--- config.mk ---
export PLATFORM = sky130hd
export DESIGN_NAME = tone_decoder
export DESIGN_NICKNAME = d
export VERILOG_FILES = /design/src/rtl/tone_decoder.sv
export SDC_FILE = /design/constraint.sdc
export NUM_CORES = 1
export LEC_CHECK = 0
export ABC_AREA = 1
export CAP_MARGIN = 20
export CORE_MARGIN = 4
export CORE_UTILIZATION = 55
export CTS_CLUSTER_DIAMETER = 200
export DETAILED_ROUTE_END_ITERATION = 8
export MAX_ROUTING_LAYER = met4
export PLACE_DENSITY = 0.78
export SYNTH_ARGS = -nofsm -noshare
export SYNTH_HDL_FRONTEND = slang
export SYNTH_SLANG_ARGS = --single-unit
--- constraint.sdc ---
create_clock -name clk_50m_i -period 7.02 [get_ports clk_50m_i]
set_input_delay 0.702 -clock clk_50m_i [delete_from_list [all_inputs] [get_ports clk_50m_i]]
set_output_delay 0.702 -clock clk_50m_i [all_outputs]
set_load 0.02 [all_outputs]
--- src/rtl/tone_decoder.sv ---
// tone_decoder: measures the rising-to-rising period of TONE_IN and decodes it to one of eight notes.
// Define TONE_DEGLITCH_EN to insert a 4-sample level filter after the synchroniser.
module tone_decoder #(
  parameter int CNT_W    = 17,
  parameter int TOL      = 1000,
  parameter int LOCK_CNT = 3,
  parameter int TIMEOUT  = 120000,
  parameter int NOM_DIV  = 1
) (
  input  logic             clk_50m_i,
  input  logic             rst_i,
  input  logic             tone_in_i,
  output logic [7:0]       note_o,
  output logic             note_valid_o,
  output logic             note_chg_o,
  output logic [CNT_W-1:0] period_o
);

  localparam int MW = $clog2(LOCK_CNT + 1);
  typedef logic [CNT_W:0] wide_t;
  typedef enum logic [1:0] {S_IDLE, S_MEAS, S_LOCK} state_t;

  // NOM_DIV scales the whole note table down uniformly; 1 gives the real C5..C6 periods.
  function automatic wide_t nominal(input int idx);
    case (idx)
      0:       return wide_t'(95550 / NOM_DIV);
      1:       return wide_t'(85138 / NOM_DIV);
      2:       return wide_t'(75840 / NOM_DIV);
      3:       return wide_t'(71584 / NOM_DIV);
      4:       return wide_t'(63778 / NOM_DIV);
      5:       return wide_t'(56820 / NOM_DIV);
      6:       return wide_t'(50620 / NOM_DIV);
      default: return wide_t'(47780 / NOM_DIV);
    endcase
  endfunction

  logic sync1_q, sync2_q, lvl, lvl_prev_q, rise_q;

  always_ff @(posedge clk_50m_i or posedge rst_i) begin
    if (rst_i) begin
      sync1_q <= 1'b0;
      sync2_q <= 1'b0;
    end else begin
      sync1_q <= tone_in_i;
      sync2_q <= sync1_q;
    end
  end

`ifdef TONE_DEGLITCH_EN
  logic [2:0] hist_q;
  logic       filt_q;

  always_ff @(posedge clk_50m_i or posedge rst_i) begin
    if (rst_i) begin
      hist_q <= '0;
      filt_q <= 1'b0;
    end else begin
      hist_q <= {hist_q[1:0], sync2_q};
      if (hist_q == {3{sync2_q}}) filt_q <= sync2_q;
    end
  end

  assign lvl = filt_q;
`else
  assign lvl = sync2_q;
`endif

  always_ff @(posedge clk_50m_i or posedge rst_i) begin
    if (rst_i) begin
      lvl_prev_q <= 1'b0;
      rise_q     <= 1'b0;
    end else begin
      lvl_prev_q <= lvl;
      rise_q     <= lvl & ~lvl_prev_q;
    end
  end

  logic [CNT_W-1:0] cnt_q;
  logic             cand_vld;
  logic [2:0]       cand_idx;
  logic [7:0]       cand_oh;
  wide_t            cnt_w, nom, diff;

  // One extra bit so |cnt - nom| never wraps.
  always_comb begin
    cand_vld = 1'b0;
    cand_idx = '0;
    cnt_w    = {1'b0, cnt_q};
    nom      = '0;
    diff     = '0;
    for (int i = 0; i < 8; i++) begin
      nom  = nominal(i);
      diff = (cnt_w >= nom) ? (cnt_w - nom) : (nom - cnt_w);
      if (diff <= wide_t'(TOL)) begin
        cand_vld = 1'b1;
        cand_idx = 3'(i);
      end
    end
  end

  assign cand_oh = 8'b1 << cand_idx;

  state_t           state_q;
  logic [MW-1:0]    match_q, match_d;
  logic             prev_vld_q;
  logic [2:0]       prev_idx_q;
  logic [7:0]       note_q;
  logic             valid_q, chg_q;
  logic [CNT_W-1:0] period_q;
  logic             same_cand, timeout;

  assign same_cand = cand_vld && prev_vld_q && (cand_idx == prev_idx_q);
  assign match_d   = same_cand ? match_q + 1'b1 : MW'(cand_vld);
  assign timeout   = (cnt_q == CNT_W'(TIMEOUT)) && !rise_q;

  always_ff @(posedge clk_50m_i or posedge rst_i) begin
    if (rst_i) begin
      state_q    <= S_IDLE;
      cnt_q      <= '0;
      match_q    <= '0;
      prev_vld_q <= 1'b0;
      prev_idx_q <= '0;
      note_q     <= '0;
      valid_q    <= 1'b0;
      chg_q      <= 1'b0;
      period_q   <= '0;
    end else begin
      chg_q <= 1'b0;
      if (rise_q)                           cnt_q <= CNT_W'(1);
      else if (cnt_q != CNT_W'(TIMEOUT))    cnt_q <= cnt_q + 1'b1;

      if (rise_q && state_q != S_IDLE) begin
        period_q   <= cnt_q;
        prev_vld_q <= cand_vld;
        prev_idx_q <= cand_idx;
      end

      case (state_q)
        S_IDLE: begin
          if (rise_q) begin
            state_q    <= S_MEAS;
            match_q    <= '0;
            prev_vld_q <= 1'b0;
          end
        end
        S_MEAS: begin
          if (rise_q) begin
            match_q <= match_d;
            if (match_d == MW'(LOCK_CNT)) begin
              note_q  <= cand_oh;
              valid_q <= 1'b1;
              chg_q   <= 1'b1;
              state_q <= S_LOCK;
            end
          end else if (timeout) begin
            match_q    <= '0;
            prev_vld_q <= 1'b0;
            state_q    <= S_IDLE;
          end
        end
        S_LOCK: begin
          if (rise_q) begin
            // prev_idx_q holds the locked note while in this state
            if (!(cand_vld && cand_idx == prev_idx_q)) begin
              note_q  <= '0;
              valid_q <= 1'b0;
              chg_q   <= 1'b1;
              match_q <= match_d;
              state_q <= S_MEAS;
            end
          end else if (timeout) begin
            note_q     <= '0;
            valid_q    <= 1'b0;
            chg_q      <= 1'b1;
            match_q    <= '0;
            prev_vld_q <= 1'b0;
            state_q    <= S_IDLE;
          end
        end
        default: state_q <= S_IDLE;
      endcase
    end
  end

  assign note_o       = note_q;
  assign note_valid_o = valid_q;
  assign note_chg_o   = chg_q;
  assign period_o     = period_q;

endmodule
# --- Yosys cells after proc, flatten, opt, wreduce, memory -nomap -nowiden ---
# Cells that the tools add are included.
word_totals:
  reg_bits: 56
  latchBits: 0
  ramBits: 0
  rom_bits: 0
  inputBits: 3
  out_inout_bits: 27
  word_cells: 139
  mem_count: 0
op_classes:
  addsub: 18
  mul: 0
  div: 0
  magnitude_cmp: 16
  n_eq_ne: 12
  shift: 1
  muxes: 62
  bitwise_logic: 2
  n_reduce_logical: 15
ops:
  columns: ["operator", "count"]
  rows:
  - ["18-bit by 10-bit <= comparator with 1-bit output, second input constant", 8]
  - ["18-bit two-way mux", 8]
  - ["16-bit by 17-bit subtractor with 18-bit output, first input constant", 4]
  - ["17-bit by 16-bit subtractor with 18-bit output, second input constant", 4]
  - ["17-bit by 17-bit subtractor with 18-bit output, first input constant", 4]
  - ["17-bit by 17-bit subtractor with 18-bit output, second input constant", 4]
  - ["17-bit by 16-bit greater-or-equal comparator with 1-bit output, second input constant", 4]
  - ["17-bit greater-or-equal comparator, second input constant", 4]
  - ["8-bit two-way mux", 5]
  - ["17-bit two-way mux", 2]
  - ["2-bit two-way mux", 12]
  - ["1-bit two-way mux", 23]
  - ["3-bit two-way mux", 6]
  - ["17-bit by 1-bit adder with 17-bit output, second input constant", 1]
  - ["17-bit equality test, second input constant", 1]
  - ["17-bit != test, second input constant", 1]
  - ["8-bit one-hot mux with 2 select lines", 1]
  - ["2-bit one-hot mux with 3 select lines", 2]
  - ["3-bit != test, second input constant", 3]
  - ["1-bit by 3-bit << shifter with 8-bit output, first input constant", 1]
  - ["2-bit != test, second input constant", 3]
  - ["1-bit one-hot mux with 2 select lines", 3]
  - ["3-bit AND reduction", 2]
  - ["2-bit nonzero test", 3]
  - ["other kinds (12)", 17]

# --- Depth between registers and ports, before layout ---
# Gate-level depths: netlist of the first run.
depth:
  word_depth: 18
  depth_mapped: 31
  depth_no_buf: 29

# --- Least setup slack after synthesis of the first run ---
# Ideal clock, no wire load.
synth_path:
  kind: "register -> register"
  startpoint: "register cnt_q[7]"
  endpoint: "register note_q[0] (netlist: note_o[0])"
  setup_time_ns: 0.117
  arrival_time_ns: 3.479
  required_ns: 6.903
  setup_slack_ns: 3.424
  path_stages_with_launch: 29
  n_path_buf: 3
  period_less_slack_ns: 3.596
  path_cell_list: "dfrtp_1 > inv_2 > buf_1 > ha_1 > clkbuf_1 > nand3_1 > inv_1 > nand2_1 > o21bai_2 > nand2_1 > nand2_1 > nand2_1 > nand2_2 > inv_2 > buf_2 > nand2_1 > nand2_1 > a21oi_1 > nand4_1 > nor2_1 > nand2_1 > nand2_2 > nand2_2 > nor2_4 > nand4_2 > nand2_4 > nand2_4 > nand2_1 > nand2_1"
synth_via:
  elab_chain_len: 17
  word_cells_on_any_way: 71
  cone_classes: "16 x add/sub; 16 x order compare; 6 x eq/ne; 1 x shift; 27 x mux; 5 x reduce/logical"
synth_lines:
  columns: ["item", "line_no", "text"]
  rows:
  - ["start: declaration", "78", "logic [CNT_W-1:0] cnt_q;"]
  - ["start signal: assignment", "130", "else if (cnt_q != CNT_W'(TIMEOUT)) cnt_q <= cnt_q + 1'b1;"]
  - ["17-bit by 17-bit subtractor with 18-bit output or 17-bit greater-or-equal comparator (tied branches)", "93", "diff = (cnt_w >= nom) ? (cnt_w - nom) : (nom - cnt_w);"]
  - ["18-bit two-way mux", "93", null]
  - ["18-bit by 10-bit <= comparator with 1-bit output", "94", "if (diff <= wide_t'(TOL)) begin"]
  - ["1-bit two-way mux (8 in a row)", "94", null]
  - ["1-bit logical AND (2 in a row)", "112", "assign same_cand = cand_vld && prev_vld_q && (cand_idx == prev_idx_q);"]
  - ["2-bit two-way mux", "113", "assign match_d = same_cand ? match_q + 1'b1 : MW'(cand_vld);"]
  - ["2-bit equality test", "149", "if (match_d == MW'(LOCK_CNT)) begin"]
  - ["2-bit != test (no source line)", null, null]
  - ["5-bit AND reduction (no source line)", null, null]
  - ["end signal: assignment", "150", "note_q <= cand_oh;"]
  - ["end: declaration", "107", "logic [7:0] note_q;"]
# Parallel ways exist; a longest one is shown, timed or not. The select of a mux whose other input is x is not followed.
# A chain may end at the register's enable or synchronous reset.

# --- Final worst setup path of the first run ---
layout_path:
  startpoint: "register cnt_q[7]"
  endpoint: "register note_q[6] (netlist: note_o[6])"
# Same word-level chain as after synthesis.

==> run_results.csv, run 1 <==
group,metric,value,unit
outcome,status,"finished with violations",
outcome,violations,"design-rule violations",
grt,antenna_found_initial,0,
detailed_routing,ant_nets,0,
clock_tree,clkLatencyLatePin,0.30,ns
floorplan,num_io_pins,30,
power,irDropWorstVdd,0.213,mV
clock_tree,ctsHoldBuffers,0,
final_layout,n_antenna_cell,0,
synthesis,yosys-top-cells-count,"nand2_1, nor2_1, nand3_1",
worst_setup_path,crit_fanout,20,
final_layout,fillerInstances,1923,
sta,fin_tns_setup,0,ns
synthesis,synth_ff_type,"dfrtp_1",
sta,hold_viol,0,
clock_tree,clock_tree.root_cell,"clkbuf_16",
floorplan,start_util,0.558,
worst_setup_path,worstSetupPathType,"register to register",
final_layout,drive_gt1_frac,0.0715,
final_layout,regArea,1400,µm²
grt,use_met1,0.591,
detailed_routing,vias,13500,
detailed_routing,post_drt_wl_per_cell,23.6,µm
grt,gr-max-usage-layer,"met2",
detailed_routing,dr.pass1.iters,9,
synthesis,synth_area_leaders,"nand2_1, dfrtp_1, nand3_1",
sta,tightest_slew,0.905,ns
floorplan,die_y,146,µm
clock_tree,cts_resized,0,
synthesis,ys_types,45,
worst_setup_path,worstPathRequired,7.20,ns
placement,place_area,10700,µm²
final_layout,multi_input_area,7810,µm²
clock_tree,clock-sinks,56,
sta,skew,0.00695,ns
sta,maxSlewViolCount,0,
power,p_per_area,137,nW/µm²
synthesis,synthesis.nets,1965,
floorplan,dieArea,21200,µm²
final_layout,areaGrowthSynthToFinish,4.78,%
synthesis,synth_area,10400,µm²
final_layout,fin_util,0.584,
sta,grt_setup_unrepaired,"no",
sta,slew_headroom,0.396,
clock_tree,cts.clk_slew.worst_paths,0.07,ns
job,drv_cap,0,
final_layout,layout.nets,1945,
final_layout,finalInstanceArea,10900,µm²
synthesis,yosysSeqAreaShare,0.135,
worst_setup_path,cp-end-kind,"register",
synthesis,ys_warn_count,0,
grt,grtUsageMet3,0.145,
grt,grt.overflow.total,0,
synthesis,syn_inst,1935,
synthesis,ys_ff_latch,56,
power,power_leakage,0.00573,µW
detailed_routing,routed_via_density,6.29,
worst_setup_path,crit_path_start_kind,"register",
grt,grtUsageMet2,0.673,
grt,grt_max_degree,57,
detailed_routing,drt_iter0_markers,2129,
synthesis,synth_edf_count,0,
synthesis,synth_top_area_frac,0.275,
sta,timing.fmax,197,MHz
sta,final-setup-viol-count,0,
synthesis,yosys.area.top_type,"nand2_1",
floorplan,rows,50,
clock_tree,post-cts-setup-buffer-count,0,
sta,period_minus_slack,5.08,ns
placement,gp_congestion,1.17,
hold_path,hold_path.class,"register to register",
synthesis,synth-async-reset-ratio,1.00,
synthesis,synth_area_per_cell,5.37,µm²
detailed_routing,drc,1,
grt,grt_usage,0.471,
placement,dp_hpwl,36900,µm
floorplan,fp.dieW,146,µm
clock_tree,numCtsBuffers,5,
floorplan,core,18600,µm²
worst_setup_path,timing.critical_path.arrival,5.26,ns
grt,grt_pass1_wl,75400,µm
sta,fin_crit_sh,0.723,
detailed_routing,wl,50800,µm
synthesis,yosysMostFrequentCell,"nand2_1",
clock_tree,clock_path_buffers,2,
placement,io_buffers,29,
clock_tree,htree_levels,2,
clock_tree,cts_tree,"yes",
grt,grt_pass1_vias,12400,
[cells by family (layout without fill, tap and decap cells)]
kind of cell / count (synthesis) / after routing / synth area share
compound gates: 206 / 206 / 0.107
xor+xnor: 100 / 100 / 0.0842
fa+ha+maj: 27 / 27 / 0.0325
buf+inv: 275 / 256 / 0.114
flops: 56 / 56 / 0.135
mux: 1 / 1 / 0.000963
simple gates: 1270 / 1270 / 0.527
[layout by cell type (no fill, tap or decap), types with 29 or more instances in the layout]
master	count
a21oi_1	61
clkdlybuf4s50_1	29
dfrtp_1	56
inv_1	159
inv_2	31
nand2_1	763
nand3_1	182
nor2_1	193
o21ai_0	96
xor2_1	96
[power breakdown]
| group | switching, µW | total [µW] | internal [µW] |
|---|---|---|---|
| sequential | 56.3 | 413 | 356 |
| combinational | 580 | 801 | 221 |
| clock | 114 | 284 | 170 |
| total | 750 | 1500 | 747 |
[layout make-up]
class                   instances  area share
repair buffers                 54      0.0450
clock buffers                   6      0.0118
multi-input cells            1604       0.717
inverters                     194      0.0670
flip-flops and latches         56       0.129
well taps                     234      0.0269
clock inverters                 2     0.00356
[worst max-delay path, stage by stage (launching register included)]
cell,delay [ns]
dfrtp_1,0.63
inv_2,0.64
ha_1,0.57
nand3_1,0.22
inv_1,0.12
nand2_1,0.07
o21bai_2,0.17
nand2_1,0.07
nand2_1,0.17
nand2_1,0.12
nand2_2,0.25
inv_2,0.18
o21ai_0,0.27
nand2_1,0.09
o211ai_1,0.12
nor2_1,0.06
nand2_1,0.06
nand2_1,0.17
nand2_2,0.20
nand2_2,0.11
nor2_4,0.13
nand4_2,0.12
nand2_4,0.16
nand2_4,0.10
nand2_1,0.09
nand2_1,0.06
[state kept, by name, summed over array words and instances (netlist names), 2 cells and up]
register,flops
cnt_q,17
period_o,17
note_o,8
prev_idx_q,3
match_q,2
state_q,2
[per-stage QoR]
| step | power [µW] | hold slack (ns) | instances | setup WS (ns) |
|---|---|---|---|---|
| 2_1_floorplan | 888 | 0.331 | 1935 | 3.42 |
| 3_3_place_gp | 1160 | 0.344 | 2141 | 2.24 |
| 3_5_place_dp | 1160 | 0.347 | 2141 | 2.19 |
| 4_1_cts | 1440 | 0.372 | 2149 | 2.13 |
| 5_1_grt | 1560 | 0.391 | 2150 | 1.73 |
| 6_report | 1500 | 0.370 | 2150 | 1.94 |
[worst paths after layout]
kind	cells after the start	end	slack, ns	startpoint
worst max-delay path	25	note_o[6]	1.94	cnt_q[7]
worst min-delay path	0	lvl	0.37	sync1_q
worst max register to register	25	note_o[6]	1.94	cnt_q[7]
worst min register to register	0	lvl	0.37	sync1_q
max in group asynchronous	3	note_o[1]	5.87	rst_i
min in group asynchronous	2	period_o[6]	0.64	rst_i
[routing by layer]
| metal | vias up | routed length [µm] |
|---|---|---|
| met4 | 0 | 4020 |
| li1 | 6077 | - |
| met5 | - | 0 |
| met2 | 1127 | 20600 |
| met3 | 316 | 7540 |
| met1 | 6000 | 18700 |
Power figures use the tool's default switching activity.
==> run 2: changes to the inputs <==
==> constraint.sdc (replaced) <==
create_clock -name clk_50m_i -period 4.8 [get_ports clk_50m_i]
set_input_delay 0.48 -clock clk_50m_i [delete_from_list [all_inputs] [get_ports clk_50m_i]]
set_output_delay 0.48 -clock clk_50m_i [all_outputs]
set_load 0.02 [all_outputs]
==> run 2 against run 1 <==
  * The run now ends clean
  * Setup slack got worse by 1.7 ns
  * Worst hold slack got worse by 0.0048 ns
  * Largest cell class unchanged
  * Via count increased by 2.7%
  * First-iteration DRC count rose by 3.7%
  * Highest routed layer unchanged
  * Count of clock-buffer cells in the layout down 1
  * Sequential share of layout area fell by 0.41 points
==> run_results.csv, run 2 (synthesized netlist as in run 1, its figures left out) <==
group,metric,value,unit
worst_setup_path,cpMostUsedCell,"nand2_1",
clock_tree,numCtsBuffers,5,
worst_setup_path,path_cells,"nand2_1, nor2_1, nand2_1, nand2_1, inv_1, o21ai_0, nand2_1, nand3_1, nor2_1, nor2_1, nand2_1, nor2_2, nor2_4, nand2_2, nand2_1, nand2_1, nand3_4, nor2_4, nand4_2, nand2_4, nand2_4, nand2_1, nand2_1",
grt,grt_max_degree,57,
worst_setup_path,path_delay_family,"simple AND/OR/NAND/NOR gates",
sta,hold_viol,0,
sta,fin_crit_sh,0.942,
worst_setup_path,crit_buf_inv,1,
sta,final-setup-viol-count,0,
worst_setup_path,worstPathRequired,5.00,ns
grt,grt_usage,0.480,
final_layout,final_common_cell,"nand2_1",
grt,grt_pass1_vias,13000,
floorplan,die_y,146,µm
final_layout,layout_common_cells,"nand2_1, nor2_1, nand3_1, inv_1",
floorplan,core,18600,µm²
sta,maxSlewViolCount,0,
clock_tree,htree_levels,2,
clock_tree,clock_path_buffers,2,
detailed_routing,drt_iter0_markers,2208,
final_layout,fillerInstances,1963,
detailed_routing,post_drt_wl_per_cell,23.3,µm
sta,slew_headroom,0.386,
clock_tree,clkLatencyLatePin,0.31,ns
power,p_total,2160,µW
floorplan,rows,50,
grt,grt.overflow.total,0,
sta,timing.fmax,221,MHz
floorplan,dieArea,21200,µm²
worst_setup_path,worstSetupPathType,"register to register",
sta,tightest_slew,0.920,ns
clock_tree,clock_tree.root_cell,"clkbuf_16",
placement,dp_hpwl,38500,µm
power,p_per_area,192,nW/µm²
floorplan,fp.dieW,146,µm
placement,gp_congestion,1.18,
clock_tree,cts_tree,"yes",
placement,io_buffers,29,
grt,grt_pass1_wl,76800,µm
worst_setup_path,cp-end-kind,"register",
detailed_routing,drc,0,
clock_tree,cts_resized,0,
floorplan,num_io_pins,30,
clock_tree,ctsHoldBuffers,0,
worst_setup_path,crit_path_start_kind,"register",
detailed_routing,vias,13900,
placement,place_ws,0.602,ns
hold_path,hold_path.class,"register to register",
detailed_routing,routed_via_density,6.31,
worst_setup_path,max_stage_delay,0.95,ns
job,drv_cap,0,
detailed_routing,ant_nets,0,
sta,period_minus_slack,4.52,ns
detailed_routing,dr.pass1.iters,6,
clock_tree,clock-sinks,56,
floorplan,start_util,0.558,
final_layout,layout.nets,1993,
sta,layout_setup_ws,0.277,ns
clock_tree,post-cts-setup-buffer-count,0,
sta,grt_setup_unrepaired,"no",
final_layout,drive_gt1_frac,0.0947,
outcome,status,"completed",
worst_setup_path,crit_fanout,13,
placement,place_area,11100,µm²
final_layout,areaGrowthSynthToFinish,8.24,%
sta,skew,0.0105,ns
grt,antenna_found_initial,1,
clock_tree,cts.clk_slew.worst_paths,0.08,ns
sta,fin_tns_setup,0,ns
final_layout,finalInstanceArea,11300,µm²
power,power_leakage,0.00596,µW
worst_setup_path,timing.critical_path.arrival,4.72,ns
worst_setup_path,slowest_stage,"dfrtp_1",
power,irDropWorstVdd,0.298,mV
detailed_routing,wl,51200,µm
## run 2: changes by cell type in the layout (fill, tap and decap cells not counted)
| cell | delta |
|---|---|
| clkbuf_1 | -1 |
| inv_6 | -1 |
| bufinv_16 | -1 |
| buf_12 | +1 |
| clkinv_4 | +1 |
| buf_4 | +47 |
| diode_2 | +1 |
| clkinvlp_4 | +1 |
| inv_8 | +1 |
## run 2: routing by layer
metal	vias up	global-route usage	wire length, µm
met5	-	-	0
met4	0	0.320	4530
met2	1148	0.665	19900
met1	6208	0.585	18200
li1	6175	-	-
met3	353	0.168	8490
## run 2: area by class of cell
| class | instances | area, µm² | share of cell area |
|---|---|---|---|
| clock inverters | 3 | 27.5 | 0.00245 |
| flip-flops and latches | 56 | 1400 | 0.124 |
| multi-input cells | 1604 | 7810 | 0.694 |
| inverters | 194 | 729 | 0.0648 |
| repair buffers | 102 | 863 | 0.0767 |
| diodes | 1 | 2.50 | 0.000222 |
| clock buffers | 5 | 125 | 0.0111 |
| well taps | 234 | 293 | 0.0260 |
## run 2: metrics by stage
step	hold slack (ns)	util	std cells
after CTS	0.364	0.604	2198
final	0.366	0.604	2199
after global routing	0.368	0.604	2199
after global placement	0.344	0.595	2190
after floorplan	0.331	-	1935
after detailed placement	0.342	0.595	2190
## run 2: worst paths after layout
| path | start | endpoint | slack, ns | cells past startpoint |
|---|---|---|---|---|
| setup / recovery | cnt_q[4] | note_valid_o | 0.28 | 23 |
| hold / removal | sync1_q | lvl | 0.37 | 0 |
| setup reg to reg | cnt_q[4] | note_valid_o | 0.28 | 23 |
| hold reg to reg | sync1_q | lvl | 0.37 | 0 |
| max in group asynchronous | rst_i | cnt_q[1] | 3.60 | 3 |
| min in group asynchronous | rst_i | lvl | 0.69 | 3 |
## run 2: where the power goes
| group | total [µW] | internal, µW | switching, µW |
|---|---|---|---|
| Sequential | 601 | 521 | 80.1 |
| Combinational | 1160 | 338 | 818 |
| Clock | 399 | 199 | 200 |
